<file path="src/rtl/ram_pkg.sv">
// Shared types and default widths for the RAM burst master and its clients.
package ram_pkg;

  localparam int ADDR_WIDTH_DEF = 4;
  localparam int DATA_WIDTH_DEF = 8;
  localparam int LEN_WIDTH_DEF  = 4;

  typedef enum logic [2:0] {
    IDLE,
    WR,
    RD_ISSUE,
    RD_CAP,
    RD_OUT
  } state_e;

endpackage

</file>
<file path="src/rtl/ram_burst_master.sv">
// Turns read/write burst commands into accesses on a single-port synchronous RAM.
// Reads take three states per beat: issue address, capture registered dout, hold for consumer.
module ram_burst_master
  import ram_pkg::*;
#(
  parameter int ADDR_WIDTH = ADDR_WIDTH_DEF,
  parameter int DATA_WIDTH = DATA_WIDTH_DEF,
  parameter int LEN_WIDTH  = LEN_WIDTH_DEF
) (
  input  logic                  clk,
  input  logic                  rst,
  input  logic                  cmd_valid_i,
  output logic                  cmd_ready_o,
  input  logic                  cmd_write_i,
  input  logic [ADDR_WIDTH-1:0] cmd_addr_i,
  input  logic [LEN_WIDTH-1:0]  cmd_len_i,
  input  logic                  wd_valid_i,
  output logic                  wd_ready_o,
  input  logic [DATA_WIDTH-1:0] wd_data_i,
  output logic                  rd_valid_o,
  input  logic                  rd_ready_i,
  output logic [DATA_WIDTH-1:0] rd_data_o,
  output logic                  rd_last_o,
  output logic                  done_o,
  output logic                  ram_we_o,
  output logic [ADDR_WIDTH-1:0] ram_addr_o,
  output logic [DATA_WIDTH-1:0] ram_din_o,
  input  logic [DATA_WIDTH-1:0] ram_dout_i
);

  state_e                state_q;
  logic [ADDR_WIDTH-1:0] cur_addr_q;
  logic [ADDR_WIDTH-1:0] addr_inc_d;
  logic [LEN_WIDTH-1:0]  beats_left_q;
  logic [LEN_WIDTH-1:0]  beats_dec_d;
  logic [DATA_WIDTH-1:0] rd_data_q;
  logic                  rd_valid_q;
  logic                  rd_last_q;
  logic                  done_q;

  // Address increment wraps naturally at the RAM depth.
  assign addr_inc_d  = cur_addr_q + 1'b1;
  assign beats_dec_d = beats_left_q - 1'b1;

  assign cmd_ready_o = (state_q == IDLE);
  assign wd_ready_o  = (state_q == WR);
  assign ram_we_o    = (state_q == WR) && wd_valid_i;
  assign ram_addr_o  = cur_addr_q;
  assign ram_din_o   = wd_data_i;
  assign rd_valid_o  = rd_valid_q;
  assign rd_data_o   = rd_data_q;
  assign rd_last_o   = rd_last_q;
  assign done_o      = done_q;

  always_ff @(posedge clk or posedge rst) begin
    if (rst) begin
      state_q      <= IDLE;
      cur_addr_q   <= '0;
      beats_left_q <= '0;
      rd_data_q    <= '0;
      rd_valid_q   <= 1'b0;
      rd_last_q    <= 1'b0;
      done_q       <= 1'b0;
    end else begin
      done_q <= 1'b0;
      case (state_q)
        IDLE: begin
          if (cmd_valid_i) begin
            cur_addr_q   <= cmd_addr_i;
            beats_left_q <= cmd_len_i;
            state_q      <= cmd_write_i ? WR : RD_ISSUE;
          end
        end
        WR: begin
          if (wd_valid_i) begin
            if (beats_left_q == '0) begin
              state_q <= IDLE;
              done_q  <= 1'b1;
            end else begin
              cur_addr_q   <= addr_inc_d;
              beats_left_q <= beats_dec_d;
            end
          end
        end
        RD_ISSUE: state_q <= RD_CAP;
        RD_CAP: begin
          rd_data_q  <= ram_dout_i;
          rd_valid_q <= 1'b1;
          rd_last_q  <= (beats_left_q == '0);
          state_q    <= RD_OUT;
        end
        RD_OUT: begin
          if (rd_ready_i) begin
            rd_valid_q <= 1'b0;
            if (rd_last_q) begin
              state_q <= IDLE;
              done_q  <= 1'b1;
            end else begin
              cur_addr_q   <= addr_inc_d;
              beats_left_q <= beats_dec_d;
              state_q      <= RD_ISSUE;
            end
          end
        end
        default: state_q <= IDLE;
      endcase
    end
  end

endmodule

</file>
<file path="config.mk">
export PLATFORM = sky130hd
export DESIGN_NAME = ram_burst_master
export DESIGN_NICKNAME = d
export VERILOG_FILES = /design/src/rtl/ram_pkg.sv /design/src/rtl/ram_burst_master.sv
export SDC_FILE = /design/constraint.sdc
export NUM_CORES = 1
export LEC_CHECK = 0
export CAP_MARGIN = 20
export CORE_UTILIZATION = 25
export CTS_CLUSTER_SIZE = 16
export DETAILED_ROUTE_END_ITERATION = 7
export HOLD_SLACK_MARGIN = 0.03
export SKIP_LAST_GASP = 1
export SYNTH_ARGS = -nofsm -noshare
export SYNTH_HDL_FRONTEND = slang
export SYNTH_SLANG_ARGS = --single-unit
</file>
<file path="constraint.sdc">
create_clock -name clk -period 3.6 [get_ports clk]
set_input_delay 0.72 -clock clk [delete_from_list [all_inputs] [get_ports clk]]
set_output_delay 0.72 -clock clk [all_outputs]
set_load 0.02 [all_outputs]
</file>
==> results of run 1 <==
==> stage by stage <==
step / power (mW) / worst slack, ns / instances
2_1_floorplan: 1.03 / 1.71 / 120
3_3_place_gp: 1.31 / 0.784 / 199
3_5_place_dp: 1.34 / 0.792 / 199
4_1_cts: 1.52 / 0.774 / 203
5_1_grt: 1.64 / 0.741 / 203
6_report: 1.51 / 0.791 / 203
==> cell usage in the layout, fill, tap and decap left out, drive strengths merged <==
master,Yosys,final
o22a,2,2
a211oi,1,1
and4bb,1,1
nor3b,1,1
or3,1,1
or2,1,1
nand3,6,6
or3b,1,1
xnor2,1,1
clkdlybuf4s50,0,39
a2bb2oi,2,2
mux2i,1,1
clkbuf,2,4
a21oi,6,6
ha,2,2
nor2,11,11
mux2,9,9
a311oi,1,1
a31oi,1,1
xor2,1,1
dfrtp,22,22
or4,1,1
nor2b,1,1
o31ai,1,1
nor3,3,3
and3,1,1
inv,7,7
o22ai,1,1
a21o,2,2
o21ai,14,14
nand2,6,6
==> critical path, delay by kind of cell <==
family / cells / cell delay [ns]
buffers and inverters: 2 / 1.18
AND/OR/NAND/NOR: 1 / 0.19
==> logic make-up after synthesis <==
group           Yosys count
compound gates           31
xor+xnor                  2
buf+inv                  19
simple gates             34
fa+ha+maj                 2
flops                    22
mux                      10
==> registers in the layout (all words and copies together), names as in the netlist <==
register and count:
state_q 3, done_o 1, ram_addr_o 4, beats_left_q 4, rd_valid_o 1, rd_last_o 1
rd_data_o 8
==> routing by layer <==
layer / global-route usage / wire length [µm] / up-vias
li1: - / - / 473
met1: 0.156 / 1240 / 460
met2: 0.201 / 1330 / 38
met3: 0.0356 / 227 / 4
met4: 0.0489 / 32 / 0
met5: 0 / 0 / -
==> how the worst max path moves through the flow <==
stage               slack (ns)              end  cells past startpoint
finish                    0.79         ram_we_o                      3
global placement          0.78         ram_we_o                      3
detailed placement        0.79         ram_we_o                      3
CTS                       0.77         ram_we_o                      3
floorplan                 1.71  beats_left_q[1]                      6
global route              0.74         ram_we_o                      3
==> power by group <==
part	switching (mW)	internal (mW)
registers	0.135	0.365
clock network	0.0810	0.0974
logic	0.422	0.413
total	0.638	0.875
==> layout make-up <==
type                       instances  area [µm²]
tap                               52        65.1
fill                             441        2850
inverter                           7        26.3
multi-input combinational         79         537
timing repair buffer              39         390
clock buffer                       4        55.1
sequential                        22         551
==> cell usage after synthesis, types with 2 or more instances <==
cell type	number
o21ai_0	14
buf_4	8
inv_1	7
o22a_1	2
dfrtp_1	22
mux2_2	8
ha_1	2
nand2_1	6
buf_2	2
a2bb2oi_1	2
a21o_1	2
nor3_1	3
a21oi_1	6
nor2_1	10
nand3_1	6
clkbuf_1	2
==> impl_results.md, run 1 <==
- Worst hold path class: reg2reg
- Crit start category: primary input
- Compound-Gate Fraction of Synth Area: 0.171
- Fraction of layout cells with a size suffix above 1: 0.119
- Die Area: roughly 5000 µm²
- Global-route wire length before repair: ~5.0 mm
- Critical path's slowest cell: clkdlybuf4s50_1
- Post-synthesis adder-cell area fraction: 0.0210
- Status: finished with violations
- CP Cell Sequence: clkdlybuf4s50_1, and3_1, clkdlybuf4s50_1
- Worst flop-to-flop path endpoint: beats_left_q[1]
- CP startpoint: wd_valid_i
- Top Ports: 56
- Root Driver: clkbuf_8
- CP Max Fanout: 3
- Setup-failing EPs final: 0
- Pin count of the biggest net entering global routing: 23
- Vias/cell: 4.80
- WP data arrival: 2.09 ns
- Main combinational cell family by area after synthesis: compound AO/OA/AOI/OAI gates
- Mapped cell area: 1190 µm²
- CTS Sinks: 22
- Crit-path max cell delay: 0.61 ns
- Post-synthesis xor/xnor area fraction: 0.0147
- I/O Buffers: 39
- Placer Congestion: 0.829
- Ys flop type: dfrtp_1
- Routed wire length per instance: 13.9 µm
- Required time worst endpoint: 2.88 ns
- YS warnings: 0
- Hold endpoint: rd_data_o[5]
- CTS tree: done
- CP Capture Type: output pin
- RSZ-0062 raised after global routing: false
- Worst Hold Path Cells: 1
- Buffers from clock root to sink, at most: 2
- Antenna cell count: 0
- DP Area: 1570 µm²
- Vias in the first global route: 1,062
- Worst hold slack: around 0.52 ns
- Antenna viol nets, final: 0
- Yosys top cell area share: 0.462
- CP Class: in2out
- Post-Synth Simple-Gate Area: 0.147
- Syn Inst Count: 120
- Syn_area_per_cell: 9.93 µm²
- Cts hold-fix bufs: 0
- Worst-skew pair later-pin latency: around 0.26 ns
- Synthesized Nets: 152
- Post-CTS Resized: 0
- Max Cap Violations: 0
- Fin. Hold Viols: 0
- DP HPWL: 2.06 mm
- Pwr dens: 931 nW/µm²
- Largest cells by area after synthesis: dfrtp_1 (46%), mux2_2 (7.6%), o21ai_0 (5.9%)
- Max-slew headroom: 0.433
- Rows: 24
- Fin Setup TNS: 0 ns
- Clock Pin Slew Worst Setup and Hold Paths: 0.08 ns
- Die Y: around 70 µm
- Vias: about 980
- Fin crit share: 0.780
- FF+latch count, synth: 22
- Maximum vdd drop: roughly 0.36 mV
- Sequential share of the synthesized area: 0.462
- Fmax: 356 MHz
- Critical R2R Launch: beats_left_q[0]
- Final max-slew violation count: 0
- Tot GR Track Use: 0.124
- H-tree depth: 1
- Final Critical Period: 2.81 ns
- Die width: ~71 µm
- Failing checks: DRC
- Post CTS Setup Buffer Count: 0
- Worst Tran Pin Value: 0.850 ns
- Remaining global-route overflow: 0
- Cell variety after synth: 34
- DR pass1 iterations: 6
- Worst r2r path cells: 6
- Post-layout util: 0.363
- Starting Density: 0.266
- R2R setup slack: 1.47 ns
- DR DRC count: 2
- CTS Buf Count: 3
- Final instance area: 1620 µm²
- Final net count: 184
- Most frequent CP cell: clkdlybuf4s50_1
- Min-delay src: rd_data_o[5]
- Leakage: between 0.6 and 0.7 nW
- Mux share of post-synthesis cell area: 0.0966
- Synthesis-to-finish area growth: 36.3%
- Area leader, netlist: dfrtp_1
- Post-synth ARST share: 1.00
- DRT iter0 DRCs: 47
- Initial antenna violation count: 0
- Routed WL: 2.83 mm
- EDFF count, synth: 0
- Core footprint: 4470 µm²
- Clock Skews: between 0.003 and 0.004 ns
Note: power is estimated with default switching activity, not from simulation.
==> run 2, diff against run 1 <==
==> constraint.sdc (replaced) <==
create_clock -name clk -period 2.8 [get_ports clk]
set_input_delay 0.56 -clock clk [delete_from_list [all_inputs] [get_ports clk]]
set_output_delay 0.56 -clock clk [all_outputs]
set_load 0.02 [all_outputs]
==> run 2 against run 1 <==
Compared with the run above: the flow now finishes without violations; cell count increased by 0.99%; first-iteration DRC count increased by 17%; worst setup slack got worse by 0.48 ns; largest cell class unchanged; core utilization increased by 0.34 points; hold slack improved by 0.0026 ns; power increased by 29%; clock power increased by 27%; non-clock buffer count increased by 2; clock skew increased by 0.00084 ns; final area increased by 0.92%.
==> impl_results.md, run 2 (synthesis gave the netlist of run 1 again) <==
- Status: complete, no violations (was finished with violations)
- Die Area: 5040 µm² (unchanged)
- WP data arrival: 1.93 ns (was 2.09 ns)
- Max-slew headroom: 0.431 (was 0.433)
- CTS Buf Count: 3 (unchanged)
- Fraction of layout cells with a size suffix above 1: 0.131 (was 0.119)
- Vias in the first global route: 1,028 (was 1,062)
- Final Non-Filler Cells: 205 (was 203)
- Layout fillers: 436 (was 441)
- Antenna cell count: 0 (unchanged)
- DR DRC count: 0 (was 2)
- Most frequent cells in the layout: clkdlybuf4s50_1 (39), dfrtp_1 (22), o21ai_0 (14) (unchanged)
- CP Max Fanout: 3 (unchanged)
- RSZ-0062 raised after global routing: false (unchanged)
- Leakage: 0.685 nW (was 0.675 nW)
- Root Driver: clkbuf_8 (unchanged)
- CP Capture Type: output pin (unchanged)
- Placer Congestion: 0.825 (was 0.829)
- H-tree depth: 1 (unchanged)
- Cts hold-fix bufs: 0 (unchanged)
- Required time worst endpoint: 2.24 ns (was 2.88 ns)
- Worst-skew pair later-pin latency: 0.26 ns (about the same)
- Starting Density: 0.266 (unchanged)
- Die width: 71.0 µm (unchanged)
- Post-CTS Resized: 0 (unchanged)
- Worst hold path class: reg2reg (unchanged)
- Pin count of the biggest net entering global routing: 23 (unchanged)
- Max reg flops: 8 (unchanged)
- Met2 GRT Util: 0.186 (was 0.201)
- CTS Sinks: 22 (unchanged)
- Clock Skews: 0.00425 ns (was 0.00341 ns)
- Routed wire length per instance: 13.4 µm (was 13.9 µm)
- Post CTS Setup Buffer Count: 0 (unchanged)
- GRT busiest layer: met2 (unchanged)
- Routed WL: 2.75 mm (was 2.83 mm)
- Final max-slew violation count: 0 (unchanged)
- Place WS: 0.321 ns (was 0.792 ns)
- Global-route wire length before repair: 4.58 mm (was 4.97 mm)
- Core footprint: 4470 µm² (unchanged)
- Inst Count DP: 201 (was 199)
- Crit start category: primary input (unchanged)
- Setup WS post-layout: 0.311 ns (was 0.791 ns)
- Pwr dens: 1190 nW/µm² (was 931 nW/µm²)
- Fin crit share: 0.889
- Synthesis-to-finish area growth: 37.6% (was 36.3%)
- Final net count: 186 (was 184)
- Buffers from clock root to sink, at most: 2 (unchanged)
- Clock Pin Slew Worst Setup and Hold Paths: 0.08 ns (about the same)
- CP Class: in2out (unchanged)
- Die Y: 71.0 µm (unchanged)
- DP HPWL: 2.00 mm (was 2.06 mm)
- Rows: 24 (unchanged)
- Tot GR Track Use: 0.115 (was 0.124)
- Max Cap Violations: 0 (unchanged)
- Maximum vdd drop: 0.501 mV (was 0.364 mV)
- Worst Tran Pin Value: 0.853 ns (was 0.850 ns)
- Remaining global-route overflow: 0 (unchanged)
- Antenna viol nets, final: 0 (unchanged)
- DR pass1 iterations: 6 (unchanged)
- Setup-failing EPs final: 0 (unchanged)
- DRT iter0 DRCs: 55 (was 47)
- Final Critical Period: about 2.5 ns
- Vias: 978 (was 975)
- Fmax: approximately 400 MHz
- Top Ports: 56 (unchanged)
- Met3 Track Usage GR: 0.0313 (was 0.0356)
- Initial antenna violation count: 0 (unchanged)
- CTS tree: done (unchanged)
- Vias/cell: 4.77 (was 4.80)
- Most common library cell in the layout ignoring fill and taps: clkdlybuf4s50_1 (unchanged)
- Fin. Hold Viols: 0 (unchanged)
- Met1 global-route usage: 0.143 (was 0.156)
- I/O Buffers: 39 (unchanged)
- Fin Setup TNS: 0 ns (unchanged)
[run 2: changes by cell type in the layout (fill, tap and decap cells not counted), sizes merged]
cell / delta
buf: +2
[run 2: worst max-delay path: stages]
cell and delay [ns]:
clkdlybuf4s50_1 0.56, and3_1 0.19, clkdlybuf4s50_1 0.61
[run 2: cell type report]
cell class	instances	area, µm²	share of cell area
clock buffer	4	55.1	0.0336
timing repair buffer	41	405	0.247
multi-input combinational	79	537	0.327
sequential	22	551	0.336
inverter	7	26.3	0.0160
tap	52	65.1	0.0397
[run 2: routing by layer]
metal | wire [µm] | up-vias
li1 | - | 480
met1 | 1300 | 460
met2 | 1280 | 34
met3 | 143 | 4
met4 | 29 | 0
met5 | 0 | -
[run 2: path summary, 6_finish.rpt]
path | to | depth (start not counted) | slack, ns | from
min in group asynchronous | rd_data_o[4] | 2 | 0.77 | rst
hold / removal | rd_data_o[2] | 1 | 0.52 | rd_data_o[2]
setup reg to reg | beats_left_q[1] | 6 | 0.71 | beats_left_q[0]
max in group asynchronous | ram_addr_o[2] | 2 | 1.50 | rst
hold reg to reg | rd_data_o[2] | 1 | 0.52 | rd_data_o[2]
setup / recovery | ram_we_o | 3 | 0.31 | wd_valid_i
[run 2: power by group]
part / leakage (nW) / internal (mW) / total (mW) / switching [mW]
Combinational: 0.388 / 0.547 / 1.12 / 0.576
Sequential: 0.268 / 0.470 / 0.607 / 0.138
Clock: 0.0288 / 0.125 / 0.226 / 0.101
Total: 0.685 / 1.14 / 1.96 / 0.815
[run 2: metrics by stage]
step	power, mW	utilization	hold slack [ns]	instance area [µm²]
2_1_floorplan	1.32	-	0.498	1190
3_3_place_gp	1.71	0.354	0.486	1580
3_5_place_dp	1.73	0.354	0.497	1580
4_1_cts	1.97	0.366	0.521	1640
5_1_grt	2.10	0.366	0.548	1640
6_report	1.96	0.366	0.518	1640
